[src/rtl/tdm_serializer_4_pkg.sv]
// Shared widths, FSM state type and select-stepping helper for the 4:1 TDM serializer.
package tdm_serializer_4_pkg;

    localparam int SEL_W = 2;
    localparam int NBITS = 4;

    typedef enum logic {
        IDLE  = 1'b0,
        SHIFT = 1'b1
    } state_t;

    // Select walks upward for LSB-first frames and downward for MSB-first frames.
    function automatic logic [SEL_W-1:0] next_sel(input logic [SEL_W-1:0] cur,
                                                  input logic            msb_first);
        return msb_first ? (cur - 1'b1) : (cur + 1'b1);
    endfunction

endpackage

[src/rtl/mux_4_1.sv]
// Combinational 4:1 bit-select cell: y is bit s of d.
module mux_4_1
    import tdm_serializer_4_pkg::*;
(
    input  logic [NBITS-1:0] d,
    input  logic [SEL_W-1:0] s,
    output logic             y
);

    assign y = d[s];

endmodule

[src/rtl/tdm_serializer_4.sv]
// Accepts a 4-bit word over valid/ready and streams it out one bit per DIV-cycle slot
// by stepping the select of the 4:1 mux cell through all four positions.
module tdm_serializer_4
    import tdm_serializer_4_pkg::*;
#(
    parameter int DIV       = 1,
    parameter bit MSB_FIRST = 1'b0
) (
    input  logic             clk,
    input  logic             rst,
    input  logic             in_valid,
    input  logic [NBITS-1:0] in_data,
    output logic             in_ready,
    output logic             ser_out,
    output logic [SEL_W-1:0] sel,
    output logic             ser_valid,
    output logic             frame_start,
    output logic             frame_done,
    output logic             busy
);

    localparam int               CNT_W     = (DIV > 1) ? $clog2(DIV) : 1;
    localparam logic [SEL_W-1:0] START_SEL = MSB_FIRST ? SEL_W'(NBITS - 1) : '0;
    localparam logic [SEL_W-1:0] END_SEL   = MSB_FIRST ? '0 : SEL_W'(NBITS - 1);
    localparam logic [CNT_W-1:0] CNT_LAST  = CNT_W'(DIV - 1);

    generate
        if (DIV < 1 || DIV > 256) begin : g_bad_div
            $error("tdm_serializer_4: DIV must be in 1..256");
        end
    endgenerate

    state_t             state_q, state_d;
    logic [NBITS-1:0]   data_q, data_d;
    logic [SEL_W-1:0]   sel_q, sel_d;
    logic [CNT_W-1:0]   div_cnt_q, div_cnt_d;
    logic               mux_y;
    logic               shifting;
    logic               last_slot;
    logic               accept;

    mux_4_1 u_mux (
        .d (data_q),
        .s (sel_q),
        .y (mux_y)
    );

    always_ff @(posedge clk) begin
        if (rst) begin
            state_q   <= IDLE;
            data_q    <= '0;
            sel_q     <= START_SEL;
            div_cnt_q <= '0;
        end else begin
            state_q   <= state_d;
            data_q    <= data_d;
            sel_q     <= sel_d;
            div_cnt_q <= div_cnt_d;
        end
    end

    // Ready opens in IDLE and in the final cycle of a frame, so a waiting word chains with no gap.
    always_comb begin
        state_d   = state_q;
        data_d    = data_q;
        sel_d     = sel_q;
        div_cnt_d = div_cnt_q;

        shifting  = (state_q == SHIFT);
        last_slot = shifting && (sel_q == END_SEL) && (div_cnt_q == CNT_LAST);
        in_ready  = !rst && ((state_q == IDLE) || last_slot);
        accept    = in_valid && in_ready;

        case (state_q)
            IDLE: begin
                if (accept) begin
                    state_d   = SHIFT;
                    data_d    = in_data;
                    sel_d     = START_SEL;
                    div_cnt_d = '0;
                end
            end
            SHIFT: begin
                if (div_cnt_q == CNT_LAST) begin
                    div_cnt_d = '0;
                    if (last_slot) begin
                        sel_d = START_SEL;
                        if (accept) begin
                            data_d = in_data;
                        end else begin
                            state_d = IDLE;
                        end
                    end else begin
                        sel_d = next_sel(sel_q, MSB_FIRST);
                    end
                end else begin
                    div_cnt_d = div_cnt_q + CNT_W'(1);
                end
            end
            default: begin
                state_d = IDLE;
            end
        endcase

        ser_valid   = !rst && shifting;
        busy        = ser_valid;
        ser_out     = ser_valid && mux_y;
        sel         = rst ? '0 : sel_q;
        frame_start = ser_valid && (sel_q == START_SEL) && (div_cnt_q == '0);
        frame_done  = !rst && last_slot;
    end

endmodule

[config.mk]
export PLATFORM = sky130hd
export DESIGN_NAME = tdm_serializer_4
export DESIGN_NICKNAME = d
export VERILOG_FILES = /design/src/rtl/tdm_serializer_4_pkg.sv /design/src/rtl/mux_4_1.sv /design/src/rtl/tdm_serializer_4.sv
export SDC_FILE = /design/constraint.sdc
export NUM_CORES = 1
export LEC_CHECK = 0
export CELL_PAD_IN_SITES_DETAIL_PLACEMENT = 0
export CELL_PAD_IN_SITES_GLOBAL_PLACEMENT = 1
export CORE_MARGIN = 2
export CORE_UTILIZATION = 29
export CTS_CLUSTER_DIAMETER = 60
export DETAILED_ROUTE_END_ITERATION = 12
export PLACE_DENSITY = 0.77
export SLEW_MARGIN = 15
export SYNTH_ARGS = -nofsm -noshare
export SYNTH_HDL_FRONTEND = slang
export SYNTH_SLANG_ARGS = --single-unit
[constraint.sdc]
create_clock -name clk -period 1.8 [get_ports clk]
set_clock_uncertainty 0.2 [all_clocks]
set_input_delay 0.36 -clock clk [delete_from_list [all_inputs] [get_ports clk]]
set_output_delay 0.36 -clock clk [all_outputs]
set_load 0.02 [all_outputs]
Word-level counts from Yosys, hierarchy flattened
Index checks and enable logic that the tools add are counted.
{"block": "word_totals", "register_bits": 8, "input_bits": 7, "word_cells": 45}
{"block": "op_classes", "n_addsub": 2, "n_lt_le_gt_ge": 1, "eq_ne": 4, "muxes": 18, "bitwise": 2, "reduce_logical": 14}
{"op": "2-to-1 mux 4 bit", "n": 3}
{"op": "logical AND 1 bit", "n": 9}
{"op": "2-to-1 mux 2 bit", "n": 4}
{"op": "case mux 4 bit (2 select lines)", "n": 1}
{"op": "2-to-1 mux 1 bit", "n": 6}
{"op": "!= test 2 bit (second input constant)", "n": 2}
{"op": "case mux 1 bit (2 select lines)", "n": 2}
{"op": "case mux 2 bit (2 select lines)", "n": 1}
{"op": "AND reduction 2 bit", "n": 2}
{"op": "< comparator 2 x 3 -> 1 bit (second input constant)", "n": 1}
{"op": "adder 2 x 1 -> 2 bit (second input constant)", "n": 1}
{"op": "binary-select mux 1 bit (select 2 bit)", "n": 1}
{"op": "equality test 2 bit (second input constant)", "n": 1}
{"op": "zero test 2 bit", "n": 1}
{"op": "!= test 2 x 1 -> 1 bit (second input constant)", "n": 1}
{"op": "NOT 1 bit", "n": 2}
{"op": "adder 1 bit (second input constant)", "n": 1}
{"op": "zero test 1 bit", "n": 1}
{"op": "logical OR 1 bit", "n": 1}

Longest topological paths before layout
Gate-level depths: netlist (run 1).
{"block": "logic_depth", "word_depth": 10, "depth_mapped": 4, "depth_no_buf": 4}

Cells and area by module
Synthesis (run 1) repeated with hierarchy kept, for this count alone.
{"block": "unflattened", "cells_unflattened": 44, "area_unflattened_um2": 407.9}
{"mod": "tdm_serializer_4", "instances": 1, "cells_per_inst": 43, "area_per_inst_um2": 385.4, "seq_area_each_um2": 140.1}
{"mod": "mux_4_1", "instances": 1, "cells_per_inst": 1, "area_per_inst_um2": 22.5, "seq_area_each_um2": 0.0}

Least setup slack after synthesis (run 1)
OpenSTA, ideal clock, no wires.
{"block": "synth_timing", "path_type": "input-to-output", "start": "in rst", "end": "out ser_out", "arrival_time_ps": 1283, "required_time_ps": 1240, "path_slack_ps": -43, "path_stages": 3, "path_cell_list": "clkbuf_1 nor2b_1 and2_1"}
{"block": "synth_via", "elab_chain_cells": 3}
{"item": "from (decl)", "line": "tdm_serializer_4.sv:10", "source": "input logic rst,"}
{"item": "zero test 1 bit", "line": "tdm_serializer_4.sv:105", "source": "ser_valid = !rst && shifting;"}
{"item": "logical AND 1 bit", "line": "tdm_serializer_4.sv:105"}
{"item": "named net busy", "line": "tdm_serializer_4.sv:19", "source": "output logic busy"}
{"item": "logical AND 1 bit", "line": "tdm_serializer_4.sv:107", "source": "ser_out = ser_valid && mux_y;"}
{"item": "to (decl)", "line": "tdm_serializer_4.sv:14", "source": "output logic ser_out,"}
The timed path passes the listed nets, and every way through them passes these cells.

Worst setup path after layout (run 1)
{"block": "layout_timing", "start": "reg sel_q[1]", "end": "out ser_out"}
{"block": "layout_via", "elab_chain_cells": 3}
{"item": "from (decl)", "line": "tdm_serializer_4.sv:35", "source": "logic [SEL_W-1:0] sel_q, sel_d;"}
{"item": "from (signal assigned)", "line": "tdm_serializer_4.sv:57", "source": "sel_q <= sel_d;"}
{"item": "binary-select mux 1 bit (select 2 bit)", "line": "mux_4_1.sv:10", "source": "assign y = d[s];"}
{"item": "2-to-1 mux 1 bit (not written as such)", "line": "mux_4_1.sv:10"}
{"item": "logical AND 1 bit", "line": "tdm_serializer_4.sv:107"}
No other way between the ends. The select of a mux whose other input is x is not followed.

==> run summary, run 1 <==
Crit path capture type = primary output
First-pass detailed-route iteration total = 4
Met1 capacity usage during global routing = 15.8%
Clock Path Buffers = 2
Number of nets at the end of the flow = 72
Final count of negative-setup-slack endpoints = 5
Number of placement rows = 13
Sum of internal, switching and leakage power = 410 uW
Utilization after layout = 48.6%
Capture point of the worst reg-to-reg path = data_q[3]
Overall overflow remaining after global route = 0
Setup ws final = -0.127 ns
Dpl hpwl = 616 microns
Effective utilization at floorplan = 30.6%
Layout cell share with drive strength beyond 1 = 45.2%
Synthesized area per cell = 10.1 sq um
Arrival time of data at the critical path endpoint = 1.37 ns
Std-Cell Core Area = 1280 sq um
RSZ-0062 raised after global routing = true
Maximum Capacitance Violations = 0
Initial antenna violation count = 0
Top post-synthesis cells by count = dfxtp_1, nor2_1, nor2b_1
Static leakage = 0.292 nW
Top-area cell type share of the netlist area = 35.7%
Post-route standard cell area excluding fillers = 624 sq um
Cell count of the worst reg-to-reg path = 6
Cell total after placement = 72
Share of synthesized registers carrying an async set or reset = 0%
RePlAce Congestion = 0.678
Number of instances in the synthesized netlist = 39
Hold Crit Start = rst
Ys flop type = dfxtp_1
Placed cell areas = 588 sq um
Area contributors post-synth = dfxtp_1, mux2_4, nor2b_1
CTS HTree Levels = 1
Clock net sink count = 7
Required time of the critical path = 1.24 ns
Post-detailed-routing wire length = 845 microns
Number of buffers added to fix hold violations after cts = 0
Net count of the mapped netlist = 48
Final worst path period need = 1.93 ns
Number of diodes = 0
Launching element type of the critical path = flop
Minimum hold slack = 0.393 ns
Count of different cell masters after synthesis = 14
Global router's overall resource usage = 12.6%
Met2 capacity usage during global routing = 18.0%
Yosys synthesis warning count = 0
Met3 Use GR = 3.26%
Average wire length per cell after detail routing = 11.0 microns
Final-report max-slew violation count = 0
Clock latency of the later-clocked register in the worst-skew pair = 0.25 ns
Total count of hold-check failures in the final report = 0
Final Cycle Share = 107%
#FFs+latches synth = 7
Destination of the worst hold path = sel_q[1]
Cell type contributing the most total cell area after synthesis = dfxtp_1
DR vias = 332
Crit path max fanout = 2
Number of global-route vias before repair = 296
P per Cell Area = 656 nW/um^2
Area Overhead vs Synth = 58.9%
Largest net degree at the start of global routing = 12
Failing checks = setup timing
Full die area = 1670 sq um
Number of DRC markers in iteration 0 = 2
Critical Setup Path Class = reg2out
# fillers = 137
Vias/cell = 4.31
Count of non-filler cells in the finished layout = 77
TritonCTS clock tree = built
Maximum ir drop on the vdd rail = 279 uV
Number of primary I/O pins = 15
Total standard cell area after synthesis = 393 sq um
Outcome = finished with violations
CTS Root Buffer Type = clkbuf_4
Number of buffers created by CTS = 3
Most used routing layer = met2
Die outline height = 40.8 microns
Number of synthesized flops with an enable pin = 0
Wire length of the first global-routing pass = 1.29 mm
Peak clock frequency supported by timing = 519 MHz
Number of nets with antenna violations after detailed routing = 0
Width of the chip = 40.8 microns
Input/output buffers = 14
Part of the Yosys area used for sequential elements = 35.7%
Slew @ Worst Pin = 0.210 ns
Post-route DRC = 0
Class of the most critical hold timing path = in2reg
Reg2Reg Setup Slack = -0.03 ns
Critical register-to-register path startpoint = sel_q[1]
Clock transition time at the flip-flop clock pins of the worst setup and hold paths = 0.06 ns
Number of cells traversed by the worst hold path = 3
Slew Limit Headroom = 86.1%
## critical path, cell delays in order, from the launching register on
cell	delay (ns)
dfxtp_2	0.34
mux4_2	0.49
and2_4	0.17
buf_6	0.12
## flip-flops by register name, summed over array words and instances, names as in the netlist
name	count
data_q	4
sel_q	2
shifting	1
## repair_timing
action	4_1_cts	5_1_grt
pin swaps	1	1
setup buffers	1	0
resized for setup	31	2
endpoints found under the setup margin	12	8
## layer usage
metal | routed length (microns) | vias up | part of all wire [%]
met5 | 0 | - | 0
met4 | 0 | 0 | 0
met3 | 37 | 0 | 4.4
met2 | 422 | 12 | 50
met1 | 385 | 148 | 46
li1 | - | 172 | -
## power breakdown
group	internal (mW)	switching (mW)	total (mW)
Clock	0.0814	0.0633	0.145
Combinational	0.0553	0.0369	0.0922
Sequential	0.166	0.00687	0.173
Total	0.303	0.107	0.410
## placed cells by master, fill, tap and decap left out, drive strengths merged
| cell type | n |
|---|---|
| a21oi | 2 |
| and2 | 3 |
| buf | 11 |
| clkbuf | 4 |
| clkdlybuf4s15 | 1 |
| clkdlybuf4s50 | 5 |
| clkinv | 1 |
| dfxtp | 7 |
| dlygate4sd2 | 3 |
| ha | 2 |
| inv | 2 |
| mux2 | 4 |
| mux4 | 1 |
| nor2 | 7 |
| nor2b | 6 |
| nor3b | 2 |
| or3b | 1 |
## stage by stage
| stage | setup WS, ns | TNS, ns |
|---|---|---|
| 3_5_place_dp | -0.495 | -4.65 |
| 4_1_cts | -0.151 | -0.350 |
| 3_3_place_gp | -0.482 | -4.56 |
| 5_1_grt | -0.168 | -0.515 |
| 2_1_floorplan | 0.110 | 0 |
| 6_report | -0.127 | -0.247 |
## cell families (layout without fill, tap and decap cells)
logic type / after synthesis / after routing / share of synthesized area (%)
AOI/OAI and AO/OA: 2 / 2 / 2.55
muxes: 5 / 5 / 21.0
buffers and inverters: 4 / 27 / 4.78
and+or+nand+nor: 19 / 19 / 29.6
adders and majority gates: 2 / 2 / 6.37
DFF: 7 / 7 / 35.7
## worst max path at each step
stage | slack (ns) | depth (start not counted) | from | endpoint
global route | -0.17 | 3 | sel_q[1] | ser_out
floorplan | 0.11 | 3 | rst | ser_out
finish | -0.13 | 3 | sel_q[1] | ser_out
global placement | -0.48 | 4 | rst | frame_done
CTS | -0.15 | 3 | sel_q[1] | ser_out
detailed placement | -0.49 | 4 | rst | frame_done
## final cells by class
| class | instances | area, sq um | area share [%] |
|---|---|---|---|
| multi-input combinational | 28 | 251 | 40.3 |
| timing repair buffer | 21 | 176 | 28.3 |
| sequential | 7 | 143 | 22.8 |
| clock buffer | 3 | 22.5 | 3.61 |
| tap | 15 | 18.8 | 3.01 |
| inverter | 2 | 7.51 | 1.20 |
| clock inverter | 1 | 5.00 | 0.802 |
Note: power is estimated with default switching activity, not from simulation.
==> inputs of run 2 (changes only) <==
--- a/config.mk
+++ b/config.mk
@@ -8,10 +8,10 @@
 export CELL_PAD_IN_SITES_DETAIL_PLACEMENT = 0
 export CELL_PAD_IN_SITES_GLOBAL_PLACEMENT = 1
 export CORE_MARGIN = 2
-export CORE_UTILIZATION = 29
+export CORE_UTILIZATION = 25
 export CTS_CLUSTER_DIAMETER = 60
 export DETAILED_ROUTE_END_ITERATION = 12
-export PLACE_DENSITY = 0.77
+export PLACE_DENSITY = 0.69
 export SLEW_MARGIN = 15
 export SYNTH_ARGS = -nofsm -noshare
 export SYNTH_HDL_FRONTEND = slang
==> run 2 against run 1 <==
  * The flow still finishes with violations (setup timing)
  * Largest power group unchanged
  * Wire length decreased by 11%
  * Global-route usage decreased by 3.5 points
  * Sequential cell count unchanged
  * Clock-buffer cell count increased by 1
  * Maximum frequency increased by 2.1%
  * Register-to-register slack improved by 0.02 ns
  * Critical path depth unchanged
==> run summary, run 2 (synthesized netlist as in run 1, its figures left out) <==
Effective utilization at floorplan = 26.4% (was 30.6%)
Reg2Reg Setup Slack = -0.01 ns (was -0.03 ns)
P per Cell Area = 639 nW/um^2 (was 656 nW/um^2)
Number of buffers added to fix hold violations after cts = 0 (unchanged)
Final count of negative-setup-slack endpoints = 5 (unchanged)
Sum of internal, switching and leakage power = 403 uW (was 410 uW)
DR vias = 329 (was 332)
Destination of the worst hold path = data_q[2] (was sel_q[1])
Slowest stage cell on the critical path = mux4_2 (unchanged)
CTS HTree Levels = 1 (unchanged)
Number of primary I/O pins = 15 (unchanged)
Class of the most critical hold timing path = reg2reg (was in2reg)
Crit path capture type = primary output (unchanged)
Origin of the worst setup path = sel_q[1] (unchanged)
Required time of the critical path = 1.24 ns (about the same)
RSZ-0062 raised after global routing = true (unchanged)
Setup ws final = -0.0871 ns (was -0.127 ns)
Initial antenna violation count = 0 (unchanged)
Total count of hold-check failures in the final report = 0 (unchanged)
Placed cell areas = 597 sq um (was 588 sq um)
Area Overhead vs Synth = 60.5% (was 58.9%)
Clock net sink count = 7 (unchanged)
Average wire length per cell after detail routing = 9.64 microns (was 11.0 microns)
Slew @ Worst Pin = 0.169 ns (was 0.210 ns)
Static leakage = 0.283 nW (was 0.292 nW)
Multi-input gate area in the final layout = 251 sq um (unchanged)
Post-route DRC = 0 (unchanged)
First-pass detailed-route iteration total = 2 (was 4)
Peak clock frequency supported by timing = 530 MHz (was 519 MHz)
Global router's overall resource usage = 9.14% (was 12.6%)
Std-Cell Core Area = 1490 sq um (was 1280 sq um)
Failing checks = setup timing (unchanged)
Hold Crit Start = data_q[2] (was rst)
Post-route standard cell area excluding fillers = 631 sq um (was 624 sq um)
Number of placement rows = 14 (was 13)
Outcome = finished with violations (unchanged)
Full die area = 1900 sq um (was 1670 sq um)
Largest net degree at the start of global routing = 12 (unchanged)
Final-report max-slew violation count = 0 (unchanged)
Final total negative setup slack = -0.0940 ns (was -0.247 ns)
Launching element type of the critical path = flop (unchanged)
Clock transition time at the flip-flop clock pins of the worst setup and hold paths = 0.05 ns (was 0.06 ns)
Capture point of the worst reg-to-reg path = data_q[2] (was data_q[3])
Final Cycle Share = 105% (was 107%)
Number of global-route vias before repair = 289 (was 296)
Critical Setup Path Class = reg2out (unchanged)
# fillers = 150 (was 137)
Most frequent cells in the layout = nor2_1, buf_4, dfxtp_1, clkdlybuf4s50_1 (unchanged)
Count of non-filler cells in the finished layout = 78 (was 77)
Number of nets at the end of the flow = 72 (unchanged)
Pre-CTS setup slack = -0.485 ns (was -0.495 ns)
Register area = 143 sq um (unchanged)
Number of nets with antenna violations after detailed routing = 0 (unchanged)
Clock latency of the later-clocked register in the worst-skew pair = 0.24 ns (was 0.25 ns)
Wire length of the first global-routing pass = 1.26 mm (was 1.29 mm)
Maximum Capacitance Violations = 0 (unchanged)
Critical register-to-register path startpoint = sel_q[1] (unchanged)
Arrival time of data at the critical path endpoint = 1.33 ns (was 1.37 ns)
Max reg flops = 4 (unchanged)
Number of DRC markers in iteration 0 = 2 (unchanged)
Critical-path cell list = mux4_2 > and2_4 > buf_6 (unchanged)
RePlAce Congestion = 0.708 (was 0.678)
Input/output buffers = 14 (unchanged)
Final worst path period need = 1.89 ns (was 1.93 ns)
Overall overflow remaining after global route = 0 (unchanged)
Maximum ir drop on the vdd rail = 347 uV (was 279 uV)
Number of buffers created by CTS = 3 (unchanged)
Cell total after placement = 74 (was 72)
Number of diodes = 0 (unchanged)
Layout cell share with drive strength beyond 1 = 48.4% (was 45.2%)
Clock Path Buffers = 2 (unchanged)
Die outline height = 43.6 microns (was 40.8 microns)
Slew Limit Headroom = 88.7% (was 86.1%)
TritonCTS clock tree = built (unchanged)
Cell count of the worst reg-to-reg path = 6 (unchanged)
Post-detailed-routing wire length = 752 microns (was 845 microns)
Crit path max fanout = 2 (unchanged)
Number of cells traversed by the worst hold path = 2 (was 3)
Width of the chip = 43.6 microns (was 40.8 microns)
Vias/cell = 4.22 (was 4.31)
CTS Root Buffer Type = clkbuf_4 (unchanged)
Biggest cell delay along the critical path = 0.48 ns (was 0.49 ns)
Reg with most FFs = data_q (unchanged)
==> run 2: cell count changes in the layout (fill, tap and decap cells not counted) <==
cell	before	now
buf_2	2	3
clkbuf_1	0	1
clkinv_2	1	0
clkbuf_2	1	0
clkdlybuf4s15_2	0	3
dlygate4sd2_1	3	1
clkdlybuf4s15_1	1	0
==> run 2: cell type report <==
cell class	instances	share of cell area, %
multi-input combinational	28	39.9
sequential	7	22.6
inverter	2	1.19
clock buffer	4	4.17
tap	16	3.17
timing repair buffer	21	29.0
==> run 2: worst max-delay path, delay by kind of cell (launching register included) <==
kind | cells | cell delay, ns
simple gates | 1 | 0.15
buf+inv | 1 | 0.12
flops | 1 | 0.33
mux | 1 | 0.48
==> run 2: metal layers <==
layer  track usage [%]  share of wire, %  up-vias
met4              7.27               1.6        0
met1              12.0                49      141
met3              3.75               8.5        2
li1                  -                 -      176
met2              11.5                41       10
met5                 0                 0        -
==> run 2: where the power goes <==
group	internal (mW)	total [mW]	switching, mW
clock network	0.0843	0.137	0.0530
registers	0.166	0.173	0.00712
logic	0.0563	0.0921	0.0358
total	0.307	0.403	0.0959
==> run 2: timing repair <==
| action | 4_1_cts | 5_1_grt |
|---|---|---|
| pin swaps | 2 | 1 |
| resized for setup | 38 | 1 |
| setup buffers | 0 | 0 |
| endpoints found under the setup margin | 12 | 7 |
==> run 2: how the worst max path moves through the flow <==
stage | to | slack [ns]
after detailed placement | frame_done | -0.48
after global routing | ser_out | -0.13
after CTS | ser_out | -0.11
after global placement | in_ready | -0.47
final | ser_out | -0.09
after floorplan | ser_out | 0.11
==> run 2: stage by stage <==
stage	utilization (%)	hold WS (ns)
final	42.4	0.410
after global routing	42.4	0.436
after CTS	42.2	0.411
after detailed placement	40.1	0.401
after global placement	40.1	0.390
after floorplan	-	0.281
